<file path="src/rtl/gtp_rx_deframer.sv">
// Recovers K28.5-marked 5-word GTP RX frames into a 40-bit strobe and an MSB-first byte FIFO stream.
// Frame strobe 1 cycle after the last word; bytes follow 1 cycle later and stall on fifo_full. GTP_RX_STRICT_PAD_EN also checks pad bytes.
module gtp_rx_deframer #(
    parameter logic [7:0] COMMA = 8'hBC,
    parameter logic [7:0] PAD   = 8'h00
) (
    input  logic        gt_rxusrclk_in,
    input  logic        reset_in,
    input  logic [15:0] gt_rxdata,
    input  logic [1:0]  gt_rxcharisk,
    output logic [39:0] frame_data,
    output logic        frame_valid,
    output logic        fifo_wr_en,
    output logic [7:0]  fifo_wr_data,
    input  logic        fifo_full,
    output logic [23:0] frame_count,
    output logic [7:0]  err_count,
    output logic [7:0]  ovf_count
);

`ifdef GTP_RX_STRICT_PAD_EN
    localparam bit STRICT_PAD = 1'b1;
`else
    localparam bit STRICT_PAD = 1'b0;
`endif

    typedef enum logic [2:0] {
        HUNT = 3'd0,
        W1   = 3'd1,
        W2   = 3'd2,
        W3   = 3'd3,
        W4   = 3'd4
    } state_t;

    state_t      state_q, state_d;
    logic [39:0] acc_q, acc_d;
    logic [39:0] frame_data_q, frame_data_d;
    logic        frame_valid_q, frame_valid_d;
    logic [23:0] frame_count_q, frame_count_d;
    logic [7:0]  err_count_q, err_count_d;
    logic [7:0]  ovf_count_q, ovf_count_d;
    logic [39:0] shreg_q, shreg_d;
    logic [2:0]  rem_q, rem_d;
    logic        wr_en_q, wr_en_d;
    logic [7:0]  wr_data_q, wr_data_d;

    logic [7:0]  rx_byte;
    logic        pad_ok;
    logic        is_comma;
    logic        is_payload;
    logic        frame_done;
    logic        frame_err;
    logic        emit;
    logic        load_ok;
    logic [39:0] frame_word;

    assign rx_byte    = gt_rxdata[15:8];
    assign pad_ok     = !STRICT_PAD || (gt_rxdata[7:0] == PAD);
    assign is_comma   = (gt_rxcharisk == 2'b01) && (gt_rxdata[7:0] == COMMA);
    assign is_payload = (gt_rxcharisk == 2'b00) && pad_ok;
    // The last byte comes straight from the wire so the frame can complete on this edge.
    assign frame_word = {acc_q[39:8], rx_byte};

    always_comb begin
        state_d    = state_q;
        acc_d      = acc_q;
        frame_done = 1'b0;
        frame_err  = 1'b0;
        case (state_q)
            HUNT: begin
                if (is_comma) begin
                    acc_d   = {rx_byte, 32'h0};
                    state_d = W1;
                end
            end
            W1, W2, W3, W4: begin
                if (is_payload) begin
                    case (state_q)
                        W1: begin
                            acc_d[31:24] = rx_byte;
                            state_d      = W2;
                        end
                        W2: begin
                            acc_d[23:16] = rx_byte;
                            state_d      = W3;
                        end
                        W3: begin
                            acc_d[15:8] = rx_byte;
                            state_d     = W4;
                        end
                        default: begin
                            acc_d[7:0] = rx_byte;
                            frame_done = 1'b1;
                            state_d    = HUNT;
                        end
                    endcase
                end else if (is_comma) begin
                    frame_err = 1'b1;
                    acc_d     = {rx_byte, 32'h0};
                    state_d   = W1;
                end else begin
                    frame_err = 1'b1;
                    state_d   = HUNT;
                end
            end
            default: state_d = HUNT;
        endcase
    end

    // Serialiser: a frame may replace the last pending byte on the edge that emits it.
    assign emit    = (rem_q != 3'd0) && !fifo_full;
    assign load_ok = (rem_q == 3'd0) || ((rem_q == 3'd1) && !fifo_full);

    always_comb begin
        frame_data_d  = frame_data_q;
        frame_valid_d = 1'b0;
        frame_count_d = frame_count_q;
        err_count_d   = err_count_q;
        ovf_count_d   = ovf_count_q;
        shreg_d       = shreg_q;
        rem_d         = rem_q;
        wr_en_d       = 1'b0;
        wr_data_d     = wr_data_q;

        if (frame_err && (err_count_q != 8'hFF)) begin
            err_count_d = err_count_q + 8'd1;
        end

        if (emit) begin
            wr_en_d   = 1'b1;
            wr_data_d = shreg_q[39:32];
            shreg_d   = {shreg_q[31:0], 8'h00};
            rem_d     = rem_q - 3'd1;
        end

        if (frame_done) begin
            frame_data_d  = frame_word;
            frame_valid_d = 1'b1;
            frame_count_d = frame_count_q + 24'd1;
            if (load_ok) begin
                shreg_d = frame_word;
                rem_d   = 3'd5;
            end else if (ovf_count_q != 8'hFF) begin
                ovf_count_d = ovf_count_q + 8'd1;
            end
        end
    end

    always_ff @(posedge gt_rxusrclk_in) begin
        if (reset_in) begin
            state_q       <= HUNT;
            acc_q         <= 40'h0;
            frame_data_q  <= 40'h0;
            frame_valid_q <= 1'b0;
            frame_count_q <= 24'h0;
            err_count_q   <= 8'h0;
            ovf_count_q   <= 8'h0;
            shreg_q       <= 40'h0;
            rem_q         <= 3'd0;
            wr_en_q       <= 1'b0;
            wr_data_q     <= 8'h0;
        end else begin
            state_q       <= state_d;
            acc_q         <= acc_d;
            frame_data_q  <= frame_data_d;
            frame_valid_q <= frame_valid_d;
            frame_count_q <= frame_count_d;
            err_count_q   <= err_count_d;
            ovf_count_q   <= ovf_count_d;
            shreg_q       <= shreg_d;
            rem_q         <= rem_d;
            wr_en_q       <= wr_en_d;
            wr_data_q     <= wr_data_d;
        end
    end

    assign frame_data   = frame_data_q;
    assign frame_valid  = frame_valid_q;
    assign fifo_wr_en   = wr_en_q;
    assign fifo_wr_data = wr_data_q;
    assign frame_count  = frame_count_q;
    assign err_count    = err_count_q;
    assign ovf_count    = ovf_count_q;

endmodule

</file>
<file path="config.mk">
export PLATFORM = sky130hd
export DESIGN_NAME = gtp_rx_deframer
export DESIGN_NICKNAME = d
export VERILOG_FILES = /design/src/rtl/gtp_rx_deframer.sv
export SDC_FILE = /design/constraint.sdc
export NUM_CORES = 1
export LEC_CHECK = 0
export CAP_MARGIN = 20
export CORE_MARGIN = 3
export CORE_UTILIZATION = 53
export DETAILED_ROUTE_END_ITERATION = 12
export PLACE_DENSITY = 0.83
export SYNTH_ARGS = -nofsm -noshare
export SYNTH_HDL_FRONTEND = slang
export SYNTH_SLANG_ARGS = --single-unit
</file>
<file path="constraint.sdc">
create_clock -name gt_rxusrclk_in -period 2.8 [get_ports gt_rxusrclk_in]
set_input_delay 0.28 -clock gt_rxusrclk_in [delete_from_list [all_inputs] [get_ports gt_rxusrclk_in]]
set_output_delay 0.28 -clock gt_rxusrclk_in [all_outputs]
set_load 0.005 [all_outputs]
</file>
# ---- Word level (Yosys, flattened, before mapping)
# Index checks and enable logic that the tools add are counted.
dict set report op_classes {
  n_mux 26
  eq_ne 15
  n_bitwise 1
  n_reduce_logical 19
  addsub 4
}
# operator n
set ops {}
lappend ops {{$mux 40} 4}
lappend ops {{$pmux 40 s2} 1}
lappend ops {{$mux 8} 5}
lappend ops {{$mux 32} 1}
lappend ops {{$add 24x1->24 const B} 1}
lappend ops {{$add 8x1->8 const B} 2}
lappend ops {{$ne 8x8->1 const B} 2}
lappend ops {{$mux 3} 5}
lappend ops {{$ne 3x3->1 const B} 4}
lappend ops {{$reduce_and 2->1} 5}
lappend ops {{$pmux 3 s3} 1}
lappend ops {{$eq 8x8->1 const B} 1}
lappend ops {{$mux 1} 8}
lappend ops {{$eq 3x1->1 const B} 2}
lappend ops {{$eq 3x2->1 const B} 2}
lappend ops {{$logic_not 3->1} 2}
lappend ops {{$pmux 3 s2} 1}
lappend ops {{$logic_and 1x1->1} 4}
lappend ops {{$ne 2x2->1 const B} 2}
lappend ops {{$reduce_or 4->1} 1}
lappend ops {{$eq 3x3->1 const B} 1}
lappend ops {{$reduce_and 3->1} 1}
lappend ops {{$reduce_bool 3->1} 1}
lappend ops {{$reduce_or 3->1} 1}
lappend ops {{7 further kinds} 7}
dict set report totals {
  in_bits 21
  out_inout_bits 90
  elab_cells 80
  reg_bits 176
}

# ---- Depth between registers and ports, before layout
dict set report logic_depth {
  depth_word 6
  mapped_depth 9
  depth_no_buf 7
}

# ---- Worst setup path before layout
# Ideal clock, no wire load.
dict set report synth_path {
  kind {register to register}
  from {register frame_count_q[2] (netlist: frame_count[2])}
  to {register frame_count_q[21] (netlist: frame_count[21])}
  period_less_slack_ns 1.938
  n_path_buf 1
  setup_ns 0.121
  setup_slack_ns 0.862
  arrival_ns 1.817
  stages_incl_launch_ff 6
  t_required_ns 2.679
  path_cell_list {dfxtp_1 -> nand4_2 -> or4_4 -> buf_6 -> nor3b_1 -> mux2_2}
}
dict set report synth_between {
  elab_chain_cells 1
}
# element line
set synth_lines {}
lappend synth_lines {{from (decl)} 39} ;# logic [23:0] frame_count_q, frame_count_d;
lappend synth_lines {{from (signal assigned)} 167} ;# frame_count_q <= frame_count_d;
lappend synth_lines {{$add 24x1->24} 139} ;# frame_count_d = frame_count_q + 24'd1;
# No other way between the ends.
# A chain may end at the register's enable or synchronous reset.

# ---- Worst setup path after layout
dict set report layout_path {
  from {register frame_count_q[0] (netlist: frame_count[0])}
  to {register frame_count_q[22] (netlist: frame_count[22])}
}
# Same word-level chain as after synthesis.

==> metrics <==
status=completed; max-cap violations=0; type of origin of the critical path=flip-flop; most common cell after layout, fill and taps aside=nand2_1; largest family of logic cells by synthesized area=simple AND/OR/NAND/NOR gates; CTS sink cnt=about 170; P per Cell Area=~600 nW/um2; register area=3360 um2; first-pass GRT wire length=between 20000 and 30000 um; Die ar.=around 15000 um2; Synth Warn #=0; Hold WC Path Type=input port to flip-flop; core region area=between 10000 and 15000 um2; I/O Buffers=110; Final period util=0.782; largest net degree at the start of global routing=75; via/cell ratio=about 5.8; post-route ant nets=0; Post-CTS Setup Repair Bufs=0; min cycle time layout=about 2.2 ns; xor/xnor share of the synthesized area=0.0113; CTS buffer count=17; final hold viol count=0; Die Span X=121 um; asr flop ratio synth=0; Setup Skew=0.00393 ns; synth unique cells=66; Worst Path Required=about 3.2 ns; Max Slew Vio Count=0; area share of and/or/nand/nor cells after synthesis=0.256; fillers=1061; Mapped Area=6960 um2; cts hold-fix bufs=0; vias=6453; n_diodes=0; final setup fails=0; critical path arrival=about 2.5 ns; drt pass-1 iters=5; RSZ-0062 raised after global routing=false; Worst-Margin Slew=0.718 ns; Mapped Nets=approximately 870; Post-route DRC=0; clk_lat worst skew=0.42 ns; final WL=17700 um; Post-synth EDFFs=0; most frequent cells in the layout=nand2_1 (204), dfxtp_1 (168), clkdlybuf4s50_1 (109), a21oi_1 (91), nor2_1 (55); gr ovfl total=0; Final HPWL DP=around 12000 um; I/O pins=approximately 110; wire per inst=approximately 16 um; root buf cell=clkbuf_16; initial drt markers=614; syn_area_per_cell=8.29 um2; Yosys top cell area share=0.483; Cells after Synth=840; Slew headroom=0.521; TritonCTS clock tree=yes; total track usage=0.252; CP endpoint kind=flip-flop; number of global-route vias before repair=about 6100; area occupied by multi-input gates=approximately 3300 um2; H-tree Lvls=4; setup TNS=0 ns; maximum clock path buffer count=2; leakage dissipation=3.00 nW; Layout area overhead=26.5%; VDD IR-drop max=0.380 mV; top cell type by total area after synthesis=dfxtp_1; Synth Register Bits=approximately 170; CP Class=flip-flop to flip-flop; adder-cell area share of the yosys netlist=0.0108; antenna violations before repair=0; Final Wtd Congestion=between 0.8 and 0.9; Clock Pin Slew Worst Setup and Hold Paths=approximately 0.06 ns; post-cts sizing count=0; Vert. Die Dim=~120 um; Synth Area in Compound Gates=0.185; mux share of post-synthesis cell area=0.00647; CP Max Fanout=8; fmax=approximately 0.46 GHz; Starting Density=0.547; fraction of layout cells with a size suffix above 1=0.0822; Post-synth top flop=dfxtp_1; DP Area=8230 um2; nets@finish=just under 1000; post-synthesis sequential area ratio=0.483; Core Rows=approximately 40; fin area=between 8000 and 9000 um2; synth top area cells=dfxtp_1 (48%), nand2_1 (11%), a21oi_1 (6.5%)
-- kinds of logic (layout without fill, tap and decap cells) --
group / count (synthesis) / after routing
AO/OA/AOI/OAI: 199 / 199
XOR/XNOR: 9 / 9
adder cells (fa/ha/maj): 6 / 6
buffers and inverters: 78 / 187
flip-flops: 168 / 168
multiplexers: 4 / 4
AND/OR/NAND/NOR: 376 / 376
-- per-layer routing --
metal | share of wire | vias up | GRT usage
met2 | 0.47 | 201 | 0.401
met5 | 0 | - | 0
met1 | 0.45 | 3080 | 0.340
li1 | - | 3140 | -
met4 | 0.020 | 0 | 0.0907
met3 | 0.055 | 32 | 0.0505
-- final timing paths --
kind              startpoint  slack, ns  cells past startpoint              end
max           frame_count[0]       0.61                      5  frame_count[22]
min                 reset_in       0.21                      2   frame_count[0]
max reg2reg   frame_count[0]       0.61                      5  frame_count[22]
min reg2reg  fifo_wr_data[6]       0.45                      2  fifo_wr_data[6]
-- layout make-up --
type                       instances  share of cell area
clock buffer                      21              0.0511
clock inverter                    11              0.0142
inverter                          25              0.0107
multi-input combinational        594               0.372
sequential                       168               0.382
tap                              172              0.0244
timing repair buffer             130               0.146
-- worst max-delay path, cell delays in order (launching register included) --
cell	delay, ns
dfxtp_1	0.42
ha_1	0.25
nand4_1	0.41
nor3_1	0.38
or4b_1	0.48
a21oi_1	0.18
-- where the power goes --
part | switching (mW) | internal [mW]
registers | 0.0152 | 2.41
logic | 0.341 | 0.138
clock network | 0.950 | 1.33
total | 1.31 | 3.88
-- synthesized netlist by cell type, drive strengths merged (2+ instances only) --
cell type and instances:
mux2 4, o31ai 6, a31oi 2, or3b 3, or3 7, nor2 57
ha 6, and4 3, and3 4, a311oi 32, a22oi 2, nand2 205
o41ai 9, o21ai 33, a211oi 3, o311ai 2, or4 10, nor4 7
or4b 5, dfxtp 168, nor2b 13, xor2 5, nand4 11, nand3 29
buf 11, a22o 8, a21oi 91, or2 3, inv 25, clkbuf 41
a21o 2, nor3 8, xnor2 4, nor3b 5, and2 2
-- state kept, by name (all words and copies together) (netlist names) --
signal,flops
state_q,3
rem_q,3
err_count,8
shreg_q,40
ovf_count,8
frame_valid,1
acc_q,32
fifo_wr_data,8
frame_count,24
frame_data,40
fifo_wr_en,1
-- per-stage QoR --
stage | std cells | setup slack (ns) | total power, mW | hold WS, ns | utilization
3_3_place_gp | 1089 | 0.369 | 2.94 | 0.442 | 0.647
5_1_grt | 1121 | 0.409 | 5.38 | 0.214 | 0.692
4_1_cts | 1121 | 0.640 | 5.21 | 0.204 | 0.692
3_5_place_dp | 1089 | 0.324 | 2.95 | 0.446 | 0.647
2_1_floorplan | 840 | 0.862 | 2.79 | 0.416 | -
6_report | 1121 | 0.610 | 5.19 | 0.214 | 0.692
No activity file was read; power rests on OpenSTA's default activity.
